$ cat config.mk
export PLATFORM = sky130hd
export DESIGN_NAME = hbm_cmd_packer
export DESIGN_NICKNAME = d
export VERILOG_FILES = /design/src/rtl/hbm_cmd_pkg.sv /design/src/rtl/hbm_cmd_fifo.sv /design/src/rtl/hbm_cmd_packer.sv
export SDC_FILE = /design/constraint.sdc
export NUM_CORES = 2
export LEC_CHECK = 0
export CAP_MARGIN = 20
export CORE_AREA = 8 8 480 482
export CTS_BUF_LIST = sky130_fd_sc_hd__clkbuf_8 sky130_fd_sc_hd__clkbuf_16
export DETAILED_ROUTE_END_ITERATION = 8
export DIE_AREA = 0 0 488 490
export PLACE_DENSITY = 0.66
export SLEW_MARGIN = 30
export SYNTH_ARGS = -nofsm -noshare
export SYNTH_HDL_FRONTEND = slang
export SYNTH_HIERARCHICAL = 1
export SYNTH_SLANG_ARGS = --single-unit
$ cat constraint.sdc
create_clock -name clk -period 22.1 [get_ports clk]
set_input_delay 4.42 -clock clk [delete_from_list [all_inputs] [get_ports clk]]
set_output_delay 4.42 -clock clk [all_outputs]
set_load 0.05 [all_outputs]
$ cat src/rtl/hbm_cmd_pkg.sv
// Shared command codes, field widths and slot packing helpers for the HBM
// command packer. Optional feature macro: HBM_CMD_PACKER_PARITY_EN adds an
// even-parity MSB to every packed slot.
package hbm_cmd_pkg;

  localparam int CMD_TYPE_W = 4;
  localparam int CH_W       = 3;
  localparam int PC_W       = 1;
  localparam int BG_W       = 2;
  localparam int BA_W       = 2;
  localparam int COL_W      = 6;
  localparam int ROW_W      = 14;
  localparam int SLOT_W     = CH_W + PC_W + BG_W + BA_W + COL_W + ROW_W + CMD_TYPE_W;

`ifdef HBM_CMD_PACKER_PARITY_EN
  localparam int PKT_W = SLOT_W + 1;
`else
  localparam int PKT_W = SLOT_W;
`endif

  // NOP is all ones so an idle slot reads as a NOP on the bus.
  typedef enum logic [CMD_TYPE_W-1:0] {
    CMD_WR   = 4'h0,
    CMD_WRA  = 4'h1,
    CMD_RD   = 4'h2,
    CMD_RDA  = 4'h3,
    CMD_PREE = 4'h4,
    CMD_PREA = 4'h5,
    CMD_ACT  = 4'h6,
    CMD_REF  = 4'h7,
    CMD_NOP  = 4'hF
  } cmd_t;

  // Priority encode one slot's flags: wr > rd > pre > act > ref > nop;
  // sel_ch-only and empty slots fall through to NOP.
  function automatic cmd_t encode_cmd(input logic wr, input logic rd, input logic pre,
                                      input logic act, input logic refresh, input logic nop,
                                      input logic ap, input logic pall);
    cmd_t c;
    c = CMD_NOP;
    if (wr)           c = ap ? CMD_WRA : CMD_WR;
    else if (rd)      c = ap ? CMD_RDA : CMD_RD;
    else if (pre)     c = pall ? CMD_PREA : CMD_PREE;
    else if (act)     c = CMD_ACT;
    else if (refresh) c = CMD_REF;
    else if (nop)     c = CMD_NOP;
    return c;
  endfunction

  // Slot layout, cmd_type in the LSBs: {ch_id, pc, bg, bank, col, row, cmd_type}.
  function automatic logic [PKT_W-1:0] pack_slot(input logic [CH_W-1:0] ch_id,
                                                 input logic [PC_W-1:0] pc,
                                                 input logic [BG_W-1:0] bg,
                                                 input logic [BA_W-1:0] ba,
                                                 input logic [COL_W-1:0] col,
                                                 input logic [ROW_W-1:0] row,
                                                 input logic [CMD_TYPE_W-1:0] cmd);
    logic [SLOT_W-1:0] s;
    s = {ch_id, pc, bg, ba, col, row, cmd};
`ifdef HBM_CMD_PACKER_PARITY_EN
    return {^s, s};
`else
    return s;
`endif
  endfunction

  function automatic logic [PKT_W-1:0] idle_slot();
    return pack_slot('0, '0, '0, '0, '0, '0, CMD_NOP);
  endfunction

endpackage

$ cat src/rtl/hbm_cmd_fifo.sv
// Synchronous bundle FIFO with first-word-fall-through read data.
module hbm_cmd_fifo
  #(parameter int DEPTH = 4,
    parameter int WIDTH = 32)
  (input  logic             clk,
   input  logic             rst,
   input  logic             push,
   input  logic [WIDTH-1:0] din,
   input  logic             pop,
   output logic [WIDTH-1:0] dout,
   output logic             full,
   output logic             empty);

  localparam int AW = $clog2(DEPTH);
  localparam int CW = AW + 1;

  logic [WIDTH-1:0] mem [DEPTH];
  logic [AW-1:0]    wr_ptr;
  logic [AW-1:0]    rd_ptr;
  logic [CW-1:0]    count;
  logic             do_push;
  logic             do_pop;

  assign do_push = push && !full;
  assign do_pop  = pop && !empty;
  assign full    = (count == CW'(DEPTH));
  assign empty   = (count == '0);
  assign dout    = mem[rd_ptr];

  // Storage array; contents need no reset since count gates visibility.
  always_ff @(posedge clk) begin
    if (do_push) mem[wr_ptr] <= din;
  end

  // Pointers wrap naturally because DEPTH is a power of two.
  always_ff @(posedge clk) begin
    if (rst) begin
      wr_ptr <= '0;
      rd_ptr <= '0;
      count  <= '0;
    end else begin
      if (do_push) wr_ptr <= wr_ptr + 1'b1;
      if (do_pop)  rd_ptr <= rd_ptr + 1'b1;
      case ({do_push, do_pop})
        2'b10:   count <= count + 1'b1;
        2'b01:   count <= count - 1'b1;
        default: count <= count;
      endcase
    end
  end

endmodule

$ cat src/rtl/hbm_cmd_packer.sv
// Packs bundles of per-slot HBM command flags into encoded slots, queues them
// with their write data, and serialises each bundle into BEAT_SLOTS-wide beats.
// Optional feature macro: HBM_CMD_PACKER_PARITY_EN (per-slot even parity MSB).
module hbm_cmd_packer
  import hbm_cmd_pkg::*;
  #(parameter int SLOTS      = 4,
    parameter int BEAT_SLOTS = 2,
    parameter int DEPTH      = 4,
    parameter int WDATA_W    = 512)
  (input  logic                          clk,
   input  logic                          rst,
   input  logic                          in_valid,
   output logic                          in_ready,
   input  logic [SLOTS-1:0]              wr,
   input  logic [SLOTS-1:0]              rd,
   input  logic [SLOTS-1:0]              pre,
   input  logic [SLOTS-1:0]              act,
   input  logic [SLOTS-1:0]              refresh,
   input  logic [SLOTS-1:0]              nop,
   input  logic [SLOTS-1:0]              ap,
   input  logic [SLOTS-1:0]              pall,
   input  logic [SLOTS-1:0]              sel_ch,
   input  logic [SLOTS*PC_W-1:0]         pc,
   input  logic [SLOTS*CH_W-1:0]         ch,
   input  logic [SLOTS*BG_W-1:0]         bg,
   input  logic [SLOTS*BA_W-1:0]         bank,
   input  logic [SLOTS*COL_W-1:0]        col,
   input  logic [SLOTS*ROW_W-1:0]        row,
   input  logic [WDATA_W-1:0]            wdata,
   output logic                          out_valid,
   input  logic                          out_ready,
   output logic [BEAT_SLOTS*PKT_W-1:0]   out_slots,
   output logic [WDATA_W-1:0]            out_wdata,
   output logic                          out_last);

  localparam int NBEATS  = SLOTS / BEAT_SLOTS;
  localparam int BEAT_CW = (NBEATS > 1) ? $clog2(NBEATS) : 1;
  localparam int BEAT_W  = BEAT_SLOTS * PKT_W;
  localparam int FIFO_W  = SLOTS * PKT_W + WDATA_W;

  logic [CH_W-1:0]        chan_q;
  logic [CH_W-1:0]        chan_next;
  logic [SLOTS*PKT_W-1:0] enc_slots;
  logic                   push;
  logic                   pop;
  logic                   full;
  logic                   empty;
  logic [FIFO_W-1:0]      fifo_dout;
  logic [BEAT_CW-1:0]     beat_q;
  logic                   last_beat;

  // Encode every slot; a sel_ch on slot i retargets slot i and all later slots.
  always_comb begin
    chan_next = chan_q;
    enc_slots = '0;
    for (int i = 0; i < SLOTS; i++) begin
      if (sel_ch[i]) chan_next = ch[i*CH_W +: CH_W];
      enc_slots[i*PKT_W +: PKT_W] = pack_slot(chan_next,
                                              pc[i*PC_W +: PC_W],
                                              bg[i*BG_W +: BG_W],
                                              bank[i*BA_W +: BA_W],
                                              col[i*COL_W +: COL_W],
                                              row[i*ROW_W +: ROW_W],
                                              encode_cmd(wr[i], rd[i], pre[i], act[i],
                                                         refresh[i], nop[i], ap[i], pall[i]));
    end
  end

  assign in_ready = !full;
  assign push     = in_valid && !full;

  // Channel selection persists across bundles until the next sel_ch.
  always_ff @(posedge clk) begin
    if (rst)       chan_q <= '0;
    else if (push) chan_q <= chan_next;
  end

  hbm_cmd_fifo #(.DEPTH(DEPTH), .WIDTH(FIFO_W)) u_fifo (
    .clk   (clk),
    .rst   (rst),
    .push  (push),
    .din   ({wdata, enc_slots}),
    .pop   (pop),
    .dout  (fifo_dout),
    .full  (full),
    .empty (empty)
  );

  assign last_beat = (beat_q == BEAT_CW'(NBEATS - 1));
  assign out_valid = !empty;
  assign out_last  = out_valid && last_beat;
  assign pop       = out_valid && out_ready && last_beat;

  // Beat index within the head bundle; returns to slot 0 after the final beat.
  always_ff @(posedge clk) begin
    if (rst)                         beat_q <= '0;
    else if (out_valid && out_ready) beat_q <= last_beat ? '0 : beat_q + 1'b1;
  end

  // Select the current beat of the head bundle, or idle NOPs when empty.
  always_comb begin
    out_slots = {BEAT_SLOTS{idle_slot()}};
    out_wdata = '0;
    if (!empty) begin
      out_wdata = fifo_dout[SLOTS*PKT_W +: WDATA_W];
      for (int b = 0; b < NBEATS; b++) begin
        if (beat_q == BEAT_CW'(b)) out_slots = fifo_dout[b*BEAT_W +: BEAT_W];
      end
    end
  end

endmodule

==> results.cfg <==
[yosys]
synth_top_cell_by_area = edfxtp_1
netlist_area_um2 = 98400
syn_area_per_cell_um2 = 23.5
synth_cells = 4188
synth-async-reset-ratio = 0
synth_cell_types = 35
synth_top_flop_cell = edfxtp_1
yosysSeqAreaShare = 0.784
ys_seq_elements = 2573
synth_edf_count = 2560
synth_nets = 4858
ys.warnings.count = 6
synth_area_leaders = edfxtp_1 (78%), mux4_2 (15%), nor2b_1 (3.3%)
yosysTopAreaCellShare = 0.781

[floorplan]
die_w_um = 488
ioPinCount = 1243
die_height_um = 490
core_area_um2 = 223000
rows = 174
die_area_um2 = 239000
initial_core_util = 0.441

[hold_path]
min_from = u_fifo/rd_ptr[1]$_SDFFE_PP0P_
whs_path_depth = 2
hold_path.class = flip-flop to flip-flop

[global_routing]
antenna_found_initial = 125
grt_usage = 0.205
grt_pass1_wl_mm = 359
globalRouteOverflowTotal = 0
grt_pass1_vias = 49400
grt_start_max_net_pins = 162

[sta]
timing.fmax_mhz = 90.6
period_minus_slack_ps = 11040
tns_ps = 0
slew_violations = 0
fin_crit_sh = 0.500
fin_skew_ps = 74.7
rsz0062_at_grt = false
slew_headroom = 0.257
final-hold-violation-count = 0
finalSetupViolCount = 0
worst_pin_slew_ps = 1110

[route]
detail-route-antenna-nets = 0
route.detailed.drc = 0
routedWlPerCell_um = 28.8
vias = 47700
wl_mm = 253
dr.pass1.iters = 7
drtIter0Drc = 3499
routed_via_density = 5.41

[layout]
fin_util = 0.547
final_nets = 6235
drive_gt1_frac = 0.191
fin_cells = 8805
multi_input_area_um2 = 19200
fillers = 16800
seq_area_um2 = 77100
area_growth_syn_to_layout_pct = 24.1

[clocking]
cts.sinks = 2573
cts_inserted_buffers = 282
clkTransAtPathRegs_ps = 60
clk_path_buf_depth = 4
htreeDepth = 5
root_buffer = clkbuf_16
cts_resized = 0
post_cts_buffers = 0
clkLatencyLatePin_ps = 940
cts_tree = built
cts-hold-fix-buffers = 0

[setup_path]
cp_num_cells = 8
cp_common_cell = buf_4
critPathBufInv = 6
cp_data_arrival_time_ps = 6620
reg2reg_from = u_fifo/count[0]$_SDFFE_PP0P_
slowest_delay_ps = 990
crit_family = buffers and inverters
cp_slowest_cell = clkdlybuf4s50_1
crit_type = flip-flop to primary output
critPathCaptureType = primary output
crit_chain = buf_16 > buf_4 > buf_4 > buf_4 > buf_4 > mux4_2 > nor2b_1 > clkdlybuf4s50_1
required_ps = 17680
setup.worst_path.start_class = flip-flop
crit_fanout = 58
worstRegToRegCells = 9

[placement]
numPortBuffers = 1238
placed_cells = 8268
dp_hpwl_mm = 165
gp_congestion = 0.792

[pwr]
ir_drop_mv = 0.0847
p_leak_nw = 38.0
p_per_area_nw_per_um2 = 95.8

[run_status]
outcome = complete, no violations

[job]
max-cap-violations = 0
[worst min-delay path, cell delays in order (launching register included)]
cell	delay, ps
dfxtp_1	310
o21ai_0	80
a21oi_1	70
[synthesized netlist by cell type (11+ instances only)]
cell type / instances
mux2i_1: 65
buf_12: 66
inv_1: 19
nor2_1: 76
clkbuf_1: 36
nor2b_1: 515
nand2_1: 13
edfxtp_1: 2560
a21oi_1: 16
mux4_2: 640
buf_1: 11
dfxtp_1: 13
buf_2: 90
[placed cells by master, fill, tap and decap left out, drive strengths merged, types with 3 or more instances in the layout]
cell           instances
edfxtp              2560
clkdlybuf4s50       1236
mux4                 640
nor2b                515
clkbuf               289
clkinv                94
inv                   80
nor2                  76
buf                   72
mux2i                 65
diode                 60
bufinv                22
a21oi                 16
nand2                 13
dfxtp                 13
nand2b                 7
clkinvlp               7
mux2                   6
o21ai                  6
ha                     5
and2                   5
and3b                  4
o221ai                 3
o21a                   3
o22ai                  3
xor2                   3
or3                    3
[report_power, final]
| part | internal (W) | total (W) | switching (W) | leakage, nW |
|---|---|---|---|---|
| registers | 0.00561 | 0.00565 | 0.0000460 | 23.6 |
| logic | 0.000545 | 0.00164 | 0.00109 | 9.92 |
| clock network | 0.00260 | 0.00442 | 0.00181 | 4.44 |
[worst paths after layout]
check	endpoint	slack (ps)
max	out_wdata[262]	11060
min	flip-flop	510
max reg2reg	u_fifo/mem[1][378]$_DFFE_PP_	16030
min reg2reg	flip-flop	510
[layout make-up]
cell class,count,area share
diodes,60,0.00123
clock buffers,289,0.0589
clock inverters,183,0.0120
inverters,20,0.000615
multi-input cells,1380,0.157
flip-flops and latches,2573,0.632
well taps,2992,0.0306
repair buffers,1308,0.108
[flip-flops by register name (all words and copies together), names as in the netlist, named ones only]
signal         flops
beat_q             1
chan_q             3
u_fifo/count       3
u_fifo/mem      2560
u_fifo/rd_ptr      2
u_fifo/wr_ptr      2
[metrics by stage]
| stage | area [µm²] | setup WS (ps) | hold WS [ps] | total power, W |
|---|---|---|---|---|
| global route | 122000 | 10610 | 545 | 0.0121 |
| global placement | 113000 | 11310 | 477 | 0.00739 |
| detailed placement | 113000 | 11670 | 497 | 0.00741 |
| CTS | 122000 | 10690 | 509 | 0.0118 |
| floorplan | 98400 | 1500 | 459 | 0.00684 |
| finish | 122000 | 11060 | 506 | 0.0117 |
[metal layers]
| metal | wire, µm | track usage | part of all wire | vias up |
|---|---|---|---|---|
| met2 | 122000 | 0.327 | 0.48 | 1794 |
| met5 | 638 | 0 | 0.0025 | - |
| met1 | 96100 | 0.255 | 0.38 | 25200 |
| met3 | 27600 | 0.0895 | 0.11 | 447 |
| met4 | 7310 | 0.0636 | 0.029 | 94 |
| li1 | - | - | - | 20100 |
[logic make-up after synthesis]
kind of cell             Yosys count  share of synthesized area
XOR/XNOR                           4                   0.000356
adder cells (fa/ha/maj)            6                   0.000839
multiplexers                     711                      0.154
flip-flops                      2573                      0.784
AND/OR/NAND/NOR                  627                     0.0377
AO/OA/AOI/OAI                     32                    0.00207
buffers and inverters            235                     0.0217
No activity file was read; power rests on OpenSTA's default activity.
